<file path="src/rtl/kbd_pkg.sv">
// Shared constants, FSM encoding and event layout for the keyboard event controller.
package kbd_pkg;

   localparam logic [7:0] SC_E0      = 8'hE0;
   localparam logic [7:0] SC_F0      = 8'hF0;
   localparam logic [7:0] SC_LSHIFT  = 8'h12;
   localparam logic [7:0] SC_RSHIFT  = 8'h59;
   localparam logic [7:0] SC_CTRL    = 8'h14;
   localparam logic [7:0] SC_ALT     = 8'h11;
   localparam logic [7:0] SC_CAPS    = 8'h58;

   typedef enum logic [1:0] {
      StIdle   = 2'd0,
      StPop    = 2'd1,
      StDecode = 2'd2
   } kbd_state_e;

   localparam int unsigned EV_W     = 14;
   localparam int unsigned EV_CAPS  = 13;
   localparam int unsigned EV_ALT   = 12;
   localparam int unsigned EV_CTRL  = 11;
   localparam int unsigned EV_SHIFT = 10;
   localparam int unsigned EV_BRK   = 9;
   localparam int unsigned EV_EXT   = 8;

   // mods is ordered {caps, alt, ctrl, shift}, matching event bits [13:10].
   function automatic logic [EV_W-1:0] pack_event(input logic [3:0] m, input logic brk,
                                                   input logic ext, input logic [7:0] code);
      return {m, brk, ext, code};
   endfunction

endpackage

</file>
<file path="src/rtl/kbd_evt_fifo.sv">
// Synchronous event FIFO; a push into a full FIFO succeeds when a pop happens in the same cycle.
module kbd_evt_fifo #(
   parameter int unsigned Width = 14,
   parameter int unsigned Depth = 8
) (
   input  logic             clk_i,
   input  logic             rst_i,
   input  logic             push_i,
   input  logic [Width-1:0] wdata_i,
   input  logic             pop_i,
   output logic [Width-1:0] rdata_o,
   output logic             full_o,
   output logic             empty_o
);

   localparam int unsigned AW = $clog2(Depth);

   logic [Width-1:0] mem_q [Depth];
   logic [AW:0]      wptr_q, rptr_q;
   logic             do_pop, do_push;

   assign empty_o = (wptr_q == rptr_q);
   assign full_o  = (wptr_q[AW] != rptr_q[AW]) && (wptr_q[AW-1:0] == rptr_q[AW-1:0]);
   assign do_pop  = pop_i && !empty_o;
   assign do_push = push_i && (!full_o || do_pop);
   assign rdata_o = mem_q[rptr_q[AW-1:0]];

   always_ff @(posedge clk_i or posedge rst_i) begin
      if (rst_i) begin
         wptr_q <= '0;
         rptr_q <= '0;
         for (int i = 0; i < Depth; i++) mem_q[i] <= '0;
      end else begin
         if (do_push) begin
            mem_q[wptr_q[AW-1:0]] <= wdata_i;
            wptr_q                <= wptr_q + 1'b1;
         end
         if (do_pop) rptr_q <= rptr_q + 1'b1;
      end
   end

endmodule

</file>
<file path="src/rtl/kbd_event_ctrl.sv">
// Pops bytes from the PS/2 receiver, folds E0/F0 prefixes into key events, tracks modifiers,
// filters typematic repeats and queues events for the consumer.
module kbd_event_ctrl
   import kbd_pkg::*;
#(
   parameter int unsigned DEPTH         = 8,
   parameter bit          FILTER_REPEAT = 1'b1
) (
   input  logic            clk,
   input  logic            clr,
   input  logic [7:0]      ps2code,
   input  logic            ready,
   input  logic            overflow,
   output logic            nextdata_n,
   output logic [EV_W-1:0] ev_data,
   output logic            ev_valid,
   input  logic            ev_rd,
   output logic [3:0]      mods,
   output logic            err_ovf,
   input  logic            err_clr,
   output logic [7:0]      drop_cnt
);

   kbd_state_e state_q;
   logic [7:0] byte_q;
   logic       nextdata_n_q;
   logic       ext_p_q, brk_p_q;
   logic       lshift_q, rshift_q, ctrl_q, alt_q, caps_q;
   logic       lshift_d, rshift_d, ctrl_d, alt_d, caps_d;
   logic [8:0] held_q, key;
   logic       held_v_q;
   logic       err_ovf_q;
   logic [7:0] drop_cnt_q;

   logic            is_e0, is_f0, is_rep, push, pop, drop;
   logic            fifo_full, fifo_empty;
   logic [EV_W-1:0] ev_word;

   always_comb begin
      is_e0    = (byte_q == SC_E0);
      is_f0    = (byte_q == SC_F0);
      key      = {ext_p_q, byte_q};
      is_rep   = !brk_p_q && held_v_q && (held_q == key);
      lshift_d = lshift_q;
      rshift_d = rshift_q;
      ctrl_d   = ctrl_q;
      alt_d    = alt_q;
      caps_d   = caps_q;
      case (byte_q)
         SC_LSHIFT: lshift_d = !brk_p_q;
         SC_RSHIFT: rshift_d = !brk_p_q;
         SC_CTRL:   ctrl_d   = !brk_p_q;
         SC_ALT:    alt_d    = !brk_p_q;
         SC_CAPS:   if (!brk_p_q && !ext_p_q && !is_rep) caps_d = !caps_q;
         default:   ;
      endcase
      ev_word = pack_event({caps_d, alt_d, ctrl_d, lshift_d | rshift_d}, brk_p_q, ext_p_q,
                           byte_q);
      push    = (state_q == StDecode) && !is_e0 && !is_f0 && (!is_rep || !FILTER_REPEAT);
   end

   always_ff @(posedge clk or posedge clr) begin
      if (clr) begin
         state_q      <= StIdle;
         byte_q       <= '0;
         nextdata_n_q <= 1'b1;
         ext_p_q      <= 1'b0;
         brk_p_q      <= 1'b0;
         lshift_q     <= 1'b0;
         rshift_q     <= 1'b0;
         ctrl_q       <= 1'b0;
         alt_q        <= 1'b0;
         caps_q       <= 1'b0;
         held_q       <= '0;
         held_v_q     <= 1'b0;
      end else begin
         case (state_q)
            StIdle: begin
               if (ready) begin
                  byte_q       <= ps2code;
                  nextdata_n_q <= 1'b0;
                  state_q      <= StPop;
               end
            end
            StPop: begin
               nextdata_n_q <= 1'b1;
               state_q      <= StDecode;
            end
            StDecode: begin
               state_q <= StIdle;
               if (is_e0) begin
                  ext_p_q <= 1'b1;
               end else if (is_f0) begin
                  brk_p_q <= 1'b1;
               end else begin
                  lshift_q <= lshift_d;
                  rshift_q <= rshift_d;
                  ctrl_q   <= ctrl_d;
                  alt_q    <= alt_d;
                  caps_q   <= caps_d;
                  if (!brk_p_q) begin
                     held_q   <= key;
                     held_v_q <= 1'b1;
                  end else if (held_v_q && (held_q == key)) begin
                     held_v_q <= 1'b0;
                  end
                  ext_p_q <= 1'b0;
                  brk_p_q <= 1'b0;
               end
            end
            default: state_q <= StIdle;
         endcase
      end
   end

   assign pop  = ev_rd && ev_valid;
   assign drop = push && fifo_full && !pop;

   always_ff @(posedge clk or posedge clr) begin
      if (clr) begin
         err_ovf_q  <= 1'b0;
         drop_cnt_q <= '0;
      end else if (err_clr) begin
         err_ovf_q  <= 1'b0;
         drop_cnt_q <= '0;
      end else begin
         if (overflow) err_ovf_q <= 1'b1;
         if (drop && (drop_cnt_q != 8'hFF)) drop_cnt_q <= drop_cnt_q + 8'd1;
      end
   end

   kbd_evt_fifo #(
      .Width(EV_W),
      .Depth(DEPTH)
   ) u_fifo (
      .clk_i  (clk),
      .rst_i  (clr),
      .push_i (push),
      .wdata_i(ev_word),
      .pop_i  (ev_rd),
      .rdata_o(ev_data),
      .full_o (fifo_full),
      .empty_o(fifo_empty)
   );

   assign ev_valid   = !fifo_empty;
   assign nextdata_n = nextdata_n_q;
   assign mods       = {caps_q, alt_q, ctrl_q, lshift_q | rshift_q};
   assign err_ovf    = err_ovf_q;
   assign drop_cnt   = drop_cnt_q;

endmodule

</file>
<file path="config.mk">
export PLATFORM = sky130hd
export DESIGN_NAME = kbd_event_ctrl
export DESIGN_NICKNAME = d
export VERILOG_FILES = /design/src/rtl/kbd_pkg.sv /design/src/rtl/kbd_evt_fifo.sv /design/src/rtl/kbd_event_ctrl.sv
export SDC_FILE = /design/constraint.sdc
export NUM_CORES = 1
export LEC_CHECK = 0
export ABC_AREA = 1
export CAP_MARGIN = 5
export CORE_MARGIN = 2
export CORE_UTILIZATION = 60
export CTS_CLUSTER_SIZE = 10
export DETAILED_ROUTE_END_ITERATION = 6
export PLACE_DENSITY = 0.8
export SLEW_MARGIN = 20
export SYNTH_ARGS = -nofsm -noshare
export SYNTH_HDL_FRONTEND = slang
export SYNTH_SLANG_ARGS = --single-unit
</file>
<file path="constraint.sdc">
create_clock -name clk -period 7.3 [get_ports clk]
set_input_delay 1.46 -clock clk [delete_from_list [all_inputs] [get_ports clk]]
set_output_delay 1.46 -clock clk [all_outputs]
set_load 0.01 [all_outputs]
</file>
==> results.cfg <==
[power]
internal-power_mw = 2.22
comb_power_share_pct = 37.5
clockPowerShare_pct = 24.4
seqPwrFrac_pct = 38.2
leakage_nw = 3.89
p_total_mw = 3.65
p_switching_mw = 1.43
power_density_nw_per_um2 = 426
peakVddDrop_v = 0.000213
power_switching_share_pct = 39.1

[timing]
hold_viol = 0
timing.fmax_mhz = 198
max_slew_margin_pct = 28.7
finalCritPeriodShare_pct = 69.2
rsz0062_at_grt = no
post-route-min-period_ns = 5.05
worst_pin_slew_ns = 1.07
report.final.slew_viol_count = 0
setup_violations = 0
skew_ns = 0.00867
fin_tns_setup_ns = 0

[routing]
drt-pass1-iter-count = 5
drtIter0Drc = 712
drc = 0
routed_wirelength_um = 17200
vias_per_cell = 5.57
wl_per_cell_um = 15.9
vias = 6041
ant_nets = 0

[placement]
place_congestion = 0.826
hpwl_um = 10600
port_buffers = 42

[floorplan]
die_width_um = 117
fp-row-count = 41
dieArea_sq_um = 13700
die_h_um = 117
ios = 43
start_util_pct = 61.0
fp.coreArea_sq_um = 12600

[clock_tree]
cts_hold_buf = 0
cts_buffers = 17
cts_tree = yes
cts_resized = 0
clk_latency_ns = 0.43
clk_path_buf_depth = 2
cts.reportedPaths.clkPinSlew_ns = 0.06
post-cts-setup-buffers = 0
h-tree-depth = 4
cts.sinks = 157
root_buffer = clkbuf_16

[min_path]
min-delay-path-class = flip-flop to flip-flop

[logic_synthesis]
synthesis.nets = 907
synth_top_area_cell = dfrtp_1
synth_area_sq_um = 7660
synth_edf_count = 0
yosysMostFrequentCell = nand2_1
avgSynthCellArea_sq_um = 8.61
syn_inst = 890
ys_types = 38
synth_top_area_share_pct = 50.9
synth.area.top_cells = dfrtp_1 51%, nand2_1 9.9%, o21ai_0 6.9%, nor2_1 6.4%, o21ai_1 3.7%
synth-main-ff-cell = dfrtp_1
async_flop_share_pct = 100
netlist_top_cells_count = 202 x nand2_1, 156 x dfrtp_1, 130 x nor2_1
yosys_register_bits = 157
synth_seq_area_share_pct = 51.3
yosys_warnings = 0

[finish]
diodes = 0
area.growth.synth_to_final_pct = 11.9
fillers = 1014
drive_above_1_share_pct = 11.3
final_nets = 916

[grt]
antenna_found_initial = 0
grt_util_all_layers_pct = 27.3
grt_pass1_wl_um = 28500
grt_max_degree = 112
gr-total-overflow = 0
first_global_vias = 5731

[critical_path]
startpoint_type = flip-flop
endpoint_kind = output pin
path_max_fanout = 60
cp.arrival_ns = 3.59
worstPathRequired_ns = 5.84
critical_path_class = flip-flop to output pin

[status]
outcome = completed

[job]
drv_cap = 0
[final timing paths]
check                      slack (ns)                            to                         start  depth (start not counted)
max                              2.25                   ev_data[12]  u_fifo.rptr_q[0]$_DFFE_PP0P_                          7
min                              0.48          held_v_q$_DFFE_PP0P_          held_v_q$_DFFE_PP0P_                          2
max reg2reg                      4.61  u_fifo.mem_q[91]$_DFFE_PP0P_  u_fifo.rptr_q[0]$_DFFE_PP0P_                          7
min reg2reg                      0.48          held_v_q$_DFFE_PP0P_          held_v_q$_DFFE_PP0P_                          2
max in group asynchronous        4.49   u_fifo.mem_q[4]$_DFFE_PP0P_                           clr                          3
min in group asynchronous        1.64       drop_cnt[7]$_DFFE_PP0P_                           clr                          2
[layout make-up]
type,count,area [sq um],area share (%)
repair buffers,45,443,5.17
inverters,41,159,1.85
flip-flops and latches,157,3930,45.9
multi-input cells,637,3240,37.8
well taps,172,215,2.51
clock buffers,17,425,4.96
clock inverters,15,161,1.88
[sequential cells by signal, indices dropped and copies added (netlist names), 2 cells and up]
| signal | count |
|---|---|
| held_q | 9 |
| u_fifo.mem_q | 112 |
| byte_q | 8 |
| drop_cnt | 8 |
| state_q | 2 |
| u_fifo.wptr_q | 4 |
| u_fifo.rptr_q | 4 |
[kinds of logic after synthesis]
kind of cell | share of synthesized area, %
AOI/OAI and AO/OA | 15.4
xor gates and xnor gates | 2.29
adders and majority gates | 0.490
buffers and inverters | 6.45
DFF | 51.3
muxes | 0.147
and+or+nand+nor | 23.9
[cells in the final DEF (no fill, tap or decap), drive strengths merged, types with 7 or more instances in the layout]
| cell type | n |
|---|---|
| dfrtp | 156 |
| inv | 47 |
| clkinv | 7 |
| o22ai | 14 |
| xor2 | 9 |
| a31oi | 14 |
| nand4 | 12 |
| nand3 | 19 |
| nor2 | 139 |
| clkbuf | 17 |
| o21ai | 181 |
| xnor2 | 11 |
| nand2 | 220 |
| clkdlybuf4s50 | 42 |
[power by group through the flow]
stage | registers (mW) | logic, mW | clock network (mW)
floorplan | 1.30 | 1.02 | 0
global placement | 1.39 | 1.32 | 0
detailed placement | 1.39 | 1.36 | 0
CTS | 1.38 | 1.37 | 0.899
global route | 1.43 | 1.54 | 0.940
finish | 1.39 | 1.37 | 0.889
[metal layers]
layer / vias up / track usage, % / wire, um
li1: 2930 / - / -
met1: 2891 / 36.5 / 7670
met2: 175 / 43.7 / 8120
met3: 45 / 5.72 / 904
met4: 0 / 11.6 / 542
met5: - / 0 / 0
[worst max-delay path, stage by stage, from the launching register on]
cell and delay (ns):
dfrtp_2 1.06, inv_1 0.57, buf_4 0.41, o21ai_0 0.25
o22ai_1 0.11, nor2_1 0.10, a31oi_1 0.07, clkdlybuf4s50_1 0.54
[per-stage QoR]
stage / cells / instance area, sq um / hold slack (ns) / util (%) / setup WS, ns
floorplan: 890 / 7660 / 0.439 / - / 1.61
global placement: 1052 / 7990 / 0.460 / 63.5 / 2.94
detailed placement: 1052 / 7990 / 0.460 / 63.5 / 2.82
CTS: 1084 / 8570 / 0.477 / 68.2 / 2.35
global route: 1084 / 8570 / 0.505 / 68.2 / 2.01
finish: 1084 / 8570 / 0.479 / 68.2 / 2.25
Note: power is estimated with default switching activity, not from simulation.
